--- config.mk ---
export PLATFORM = sky130hd
export DESIGN_NAME = lifo_stack
export DESIGN_NICKNAME = d
export VERILOG_FILES = /design/src/rtl/lifo_stack.sv
export SDC_FILE = /design/constraint.sdc
export NUM_CORES = 2
export LEC_CHECK = 0
export ABC_CLOCK_PERIOD_IN_PS = 10200
export CAP_MARGIN = 20
export CELL_PAD_IN_SITES_DETAIL_PLACEMENT = 1
export CELL_PAD_IN_SITES_GLOBAL_PLACEMENT = 2
export CORE_MARGIN = 1.5
export CORE_UTILIZATION = 51
export CTS_CLUSTER_DIAMETER = 150
export DETAILED_ROUTE_END_ITERATION = 12
export PLACE_DENSITY = 0.83
export SLEW_MARGIN = 30
export SYNTH_ARGS = -nofsm -noshare
export SYNTH_HDL_FRONTEND = slang
export SYNTH_SLANG_ARGS = --single-unit
--- constraint.sdc ---
create_clock -name clk -period 10.2 [get_ports clk]
set_input_delay 2.04 -clock clk [delete_from_list [all_inputs] [get_ports clk]]
set_output_delay 2.04 -clock clk [all_outputs]
set_load 0.01 [all_outputs]
--- src/rtl/lifo_stack.sv ---
// lifo_stack: parametrised LIFO holding the brainfuck core's loop addresses.
// The top entry lives in a dedicated register (tos) so dataOut is registered
// with no read latency. The entries below it sit in a register array (mem)
// with asynchronous read. Overflow and underflow are sticky error flags.
// Optional feature: define LIFO_WATERMARK_EN to add the highWater output,
// which tracks the largest count seen since reset or clear.
module lifo_stack #(
  parameter int addrSize    = 9,
  parameter int contentSize = 8
) (
  input  logic                   clk,
  input  logic                   reset,
  input  logic                   clear,
  input  logic [contentSize-1:0] dataIn,
  input  logic                   push,
  input  logic                   pop,
  output logic [contentSize-1:0] dataOut,
  output logic [addrSize:0]      count,
  output logic                   empty,
  output logic                   full,
  output logic                   overflow,
  output logic                   underflow
`ifdef LIFO_WATERMARK_EN
  ,
  output logic [addrSize:0]      highWater
`endif
);

  localparam int DEPTH = 2 ** addrSize;
  localparam logic [addrSize:0]   CNT_ONE   = (addrSize + 1)'(1);
  localparam logic [addrSize:0]   CNT_DEPTH = (addrSize + 1)'(DEPTH);
  localparam logic [addrSize-1:0] IDX_ONE   = addrSize'(1);
  localparam logic [addrSize-1:0] IDX_TWO   = addrSize'(2);

  logic [contentSize-1:0] mem [0:DEPTH-2];
  logic [contentSize-1:0] tos;
  logic [contentSize-1:0] tos_next;
  logic [addrSize:0]      count_next;
  logic                   ovf_next;
  logic                   unf_next;
  logic                   spill_en;
  logic [addrSize-1:0]    spill_idx;
  logic [addrSize-1:0]    pop_idx;

  // Below-top slots are addressed with addrSize-bit arithmetic. When the
  // stack is full the low bits of count wrap to zero, and count-2 still
  // lands on the last mem slot.
  assign spill_idx = count[addrSize-1:0] - IDX_ONE;
  assign pop_idx   = count[addrSize-1:0] - IDX_TWO;

  assign dataOut = tos;
  assign empty   = (count == '0);
  assign full    = (count == CNT_DEPTH);

  // Next-state decode: clear wins, then push+pop (replace top), push, pop.
  always_comb begin
    count_next = count;
    tos_next   = tos;
    ovf_next   = overflow;
    unf_next   = underflow;
    spill_en   = 1'b0;
    if (clear) begin
      count_next = '0;
      tos_next   = '0;
      ovf_next   = 1'b0;
      unf_next   = 1'b0;
    end else if (push && pop) begin
      tos_next = dataIn;
      if (empty) begin
        count_next = CNT_ONE;
        unf_next   = 1'b1;
      end
    end else if (push) begin
      if (full) begin
        ovf_next = 1'b1;
      end else begin
        spill_en   = !empty;
        tos_next   = dataIn;
        count_next = count + CNT_ONE;
      end
    end else if (pop) begin
      if (empty) begin
        unf_next = 1'b1;
      end else if (count == CNT_ONE) begin
        tos_next   = '0;
        count_next = '0;
      end else begin
        tos_next   = mem[pop_idx];
        count_next = count - CNT_ONE;
      end
    end
  end

  // Control and top-of-stack registers; reset is asynchronous and active-low.
  always_ff @(posedge clk or negedge reset) begin
    if (!reset) begin
      count     <= '0;
      tos       <= '0;
      overflow  <= 1'b0;
      underflow <= 1'b0;
    end else begin
      count     <= count_next;
      tos       <= tos_next;
      overflow  <= ovf_next;
      underflow <= unf_next;
    end
  end

  // Spill the old top into the array when a new entry is pushed over it.
  always_ff @(posedge clk) begin
    if (spill_en) begin
      mem[spill_idx] <= tos;
    end
  end

`ifdef LIFO_WATERMARK_EN
  // Track the deepest the stack has been since the last reset or clear.
  always_ff @(posedge clk or negedge reset) begin
    if (!reset) begin
      highWater <= '0;
    end else if (clear) begin
      highWater <= '0;
    end else if (count_next > highWater) begin
      highWater <= count_next;
    end
  end
`endif

endmodule

# Word-level counts from Yosys, hierarchy flattened
# Memory sizes are Yosys's and may differ from the RTL's.
# Index checks and enable logic that the tools add are counted.
word_totals:
  register_bits: 20
  ram_bits: 4088
  inputBits: 13
  output_inout_bits: 22
  mem_count: 1
memory_table:
  columns: ["name", "depth", "width", "rd", "rd_clocked_by_memory_dff", "wr", "line_no", "rtl"]
  rows:
  - ["mem", 511, 8, 1, 0, 1, "35", "logic [contentSize-1:0] mem [0:DEPTH-2];"]
op_classes:
  addsub: 4
  n_eq_ne: 7
  mux: 30
  reduce_logical: 11
ops:
  columns: ["operator", "count"]
  rows:
  - ["$mux W10", 8]
  - ["$mux W8", 7]
  - ["$mux W1", 15]
  - ["$add A10 B1 Y10 const B", 1]
  - ["$eq A10 B1 Y1 const B", 1]
  - ["$eq A10 B10 Y1 const B", 1]
  - ["$logic_not A10 Y1", 1]
  - ["$sub A10 B1 Y10 const B", 1]
  - ["$sub A9 B1 Y9 const B", 1]
  - ["$sub A9 B2 Y9 const B", 1]
  - ["$ne A4 B3 Y1 const B", 2]
  - ["$reduce_and A3 Y1", 2]
  - ["$reduce_and A4 Y1", 1]
  - ["$reduce_bool A2 Y1", 2]
  - ["$reduce_bool A4 Y1", 1]
  - ["$ne A3 B2 Y1 const B", 1]
  - ["$ne A3 B3 Y1 const B", 1]
  - ["$reduce_bool A3 Y1", 1]
  - ["$ne A2 B2 Y1 const B", 1]
  - ["$reduce_and A2 Y1", 1]
  - ["$logic_and A1 B1 Y1", 1]
  - ["$logic_not A1 Y1", 1]

# Longest topological paths before layout
logic_depth:
  ltp_word: 8
  depth_mapped: 20
  mapped_depth_nobuf: 10

# Worst setup path before layout
# No wires, ideal clock.
synth_path:
  path_kind: "register to output"
  startpoint: "register tos[1] (netlist: dataOut[1])"
  endpoint: "output port dataOut[1]"
  arrival_ps: 6113
  required_ps: 8160
  slack_ps: 2047
  stages_incl_launch_ff: 1
  path_buffers: 0
  path_cell_list: "dfrtp_1"
synth_lines:
  columns: ["item", "line_no", "rtl"]
  rows:
  - ["start, declared", "36", "logic [contentSize-1:0] tos;"]
  - ["start signal, assigned", "103", "tos <= tos_next;"]
  - ["end, declared", "17", "output logic [contentSize-1:0] dataOut,"]
# No word-level cell between the ends.

# Worst setup path after layout
layout_path:
  startpoint: "register count[1]"
  endpoint: "register tos[0] (netlist: dataOut[0])"
layout_via:
  elab_chain_len: 8
  word_cells_on_any_way: 14
  cone_classes: "add/sub (1); eq/ne (4); mux (6); reduce/logical (2); memory (1)"
layout_rtl:
  columns: ["item", "line_no", "rtl"]
  rows:
  - ["start, declared", "18", "output logic [addrSize:0] count,"]
  - ["start signal, assigned", "102", "count <= count_next;"]
  - ["$sub A9 B2 Y9", "49", "assign pop_idx = count[addrSize-1:0] - IDX_TWO;"]
  - ["$mem_v2 Z511 W8", null, null]
  - ["$mux W8", "84", "end else if (count == CNT_ONE) begin"]
  - ["$mux W8", "82", "if (empty) begin"]
  - ["$mux W8", "81", "end else if (pop) begin"]
  - ["$mux W8", "73", "end else if (push) begin"]
  - ["$mux W8", "67", "end else if (push && pop) begin"]
  - ["$mux W8", "62", "if (clear) begin"]
# Several ways; a longest one is shown, not always the timed one. The select of a mux whose other input is x is not followed.
# A chain may end at the register's enable or synchronous reset.

==> out/results.ini <==
[drt]
vias_per_cell=6.858
dr.pass1.iters=6
vias=85650
final_antenna_net_count=0
wire_per_inst_um=39.70
drc_errors=0
drt_iter0_drc=14750
drt_wl_total_mm=495.9

[sta]
fin_setup_tns_ns=0
finalWorstSetupSlack_ns=3.475
slew_headroom_pct=24.21
period_minus_slack_ns=6.725
clock_skew_ns=0.06037
period_share_pct=65.93
rsz0062_at_grt=no
worst_pin_slew_ns=1.130
hold_viol=0
fmax_ghz=0.1487
slew_violations=0
setup_viol=0
holdWs_ns=0.5313

[placed_design]
hpwl_mm=296.7
dp.cells=11740
io_buffers=34
gp_congestion=0.8991
dpl_worst_slack_ns=3.505

[final_layout]
area_growth_pct=11.28
nets=8001
multi_input_area_mm2=0.03542
finalNonFillerCells=12490
fin_util_pct=57.01
regArea_mm2=0.1233
fillerInstances=26440
drive_gt1_share_pct=22.42

[setup_path]
crit_slowest_cell=ha_4
startpoint_type=flop
end_kind=flop
crit_start=count[1]
criticalPathCategory=flop to flop
cp_max_fo=98
critical_path_required_ns=11.02
cp.arrival_ns=7.54
path_cells=clkinv_2 > buf_4 > ha_4 > buf_12 > buf_4 > mux4_2 > mux4_2 > and2_1 > a211oi_1 > nor4_1 > nor4_1 > o21ai_1
crit_path_max_incr_delay_ns=0.94
rr_startpoint=count[1]

[floorplanning]
dieArea_mm2=0.3195
die_y_um=565.2
core.rowCount=206
ios=35
core-area_mm2=0.3147
initial_utilization_pct=51.23
dieWidth_um=565.2

[logic_synthesis]
synth_fp_nets=7864
async_reset_ff_share_pct=0.4869
syn-cell-area_mm2=0.1612
synth-edff-count=4088
synth_common_cells=edfxtp_1, mux4_2, nor2_1
avgSynthCellArea_um2=20.56
synth.distinct_cells=91
yosysTopAreaCellShare_pct=76.14
seq_area_frac_synth_pct=76.46
synth_flop_cell=edfxtp_1
synth_most_common_cell=edfxtp_1
ys_top_cells_by_area=edfxtp_1, mux4_2, mux2i_1
synth.yosys.warnings=0
synthCells=7842
synth_seq_cells=4108
synth_top_area_cell=edfxtp_1

[pwr]
p_leak_nw=55.37
vdd_drop_max_mv=0.4827
p_per_area_mw_per_mm2=335.1

[clock_network]
post-cts-setup-buffers=0
cts_made_buffers=398
clk_latency_ns=0.97
cts_hold_buffers=0
path_clk_slew_ns=0.07
cts_tree=built
root_buffer=clkbuf_16
clk_path_buf_depth=4
ctsResizeCount=0
cts.sinks=4108
htreeDepth=5

[outcome]
outcome=finished clean

[job]
maxCapViolCount=0

[min_path]
hp-class=flop to flop
hold_start=overflow

[global_route]
grt_max_degree=170
grt_pass1_wl_mm=696.4
first_global_vias=86680
gr-usage-all-layers_pct=31.29
antenna_found_initial=39
grt_overflow=0

==> metrics by stage <==
stage                     power [mW]  instance area, um2
after floorplan                34.80              161200
after global placement         43.98              166000
after detailed placement       44.45              166000
after CTS                      59.51              179300
after global routing           60.94              179300
final                          60.12              179400
==> sequential cells by signal, indices dropped and copies added, names as in the netlist <==
signal	cells
count	10
dataOut	8
mem	4088
overflow	1
underflow	1
==> where the power goes <==
part           switching [mW]  internal (mW)  leakage [nW]
Sequential              0.264           20.5          37.6
Combinational            17.1           7.09          11.4
Clock                    6.49           8.67          6.45
==> layer usage <==
| metal | vias up | share of wire (%) | GRT usage [%] |
|---|---|---|---|
| met5 | - | 0.021 | 0 |
| met4 | 16 | 5.2 | 14.81 |
| met3 | 1091 | 12 | 7.293 |
| met2 | 6699 | 46 | 47.33 |
| met1 | 45090 | 36 | 43.46 |
| li1 | 32750 | - | - |
==> critical path, delay by kind of cell (launching register included) <==
family	cells	cell delay (ns)
buf+inv	4	1.67
flops	1	0.82
compound gates	2	1.02
mux	2	0.95
fa+ha+maj	1	0.94
simple gates	3	0.96
==> layout make-up <==
| class | count | share of cell area [%] |
|---|---|---|
| tap | 4160 | 2.901 |
| timing repair buffer | 221 | 1.188 |
| antenna | 25 | 0.03487 |
| clock inverter | 250 | 1.559 |
| sequential | 4108 | 68.73 |
| multi-input combinational | 3236 | 19.74 |
| clock buffer | 475 | 5.812 |
| inverter | 14 | 0.03417 |
==> path summary, 6_finish.rpt <==
path / end / slack (ns) / cells past startpoint
worst max-delay path: dataOut[0] / 3.48 / 12
worst min-delay path: overflow / 0.53 / 2
worst max register to register: dataOut[0] / 3.48 / 12
worst min register to register: overflow / 0.53 / 2
max in group asynchronous: dataOut[1] / 8.30 / 2
min in group asynchronous: count[9] / 1.51 / 2
==> cells in the final DEF (no fill, tap or decap), drive strengths merged, types with 12 or more instances in the layout <==
cell type,Yosys,final
edfxtp,4088,4088
bufinv,0,53
nor3,46,46
clkinvlp,0,17
xnor2,12,12
nand2,367,367
mux2,26,26
nand3,133,133
inv,12,32
clkinv,2,162
a31oi,48,48
a211oi,19,19
clkdlybuf4s50,0,34
and3,25,25
nor4,24,24
buf,347,187
o211ai,24,24
mux2i,312,312
a221oi,17,17
nor2,612,612
o22ai,85,85
clkbuf,137,475
dfrtp,20,20
mux4,948,948
a21oi,104,104
nor2b,14,14
a32oi,19,19
a22oi,62,62
o221ai,60,60
o31ai,12,12
nand4,22,22
o21ai,96,96
and2,20,20
diode,0,25
==> kinds of logic (layout without fill, tap and decap cells) <==
| family | after synthesis | count (layout) | share of synthesized area (%) |
|---|---|---|---|
| compound gates | 630 | 630 | 2.692 |
| xor+xnor | 18 | 18 | 0.1118 |
| fa+ha+maj | 9 | 9 | 0.06985 |
| buf+inv | 498 | 960 | 1.890 |
| flops | 4108 | 4108 | 76.46 |
| mux | 1286 | 1286 | 15.36 |
| other cells | 0 | 25 | 0 |
| simple gates | 1293 | 1293 | 3.420 |
Power figures use the tool's default switching activity.
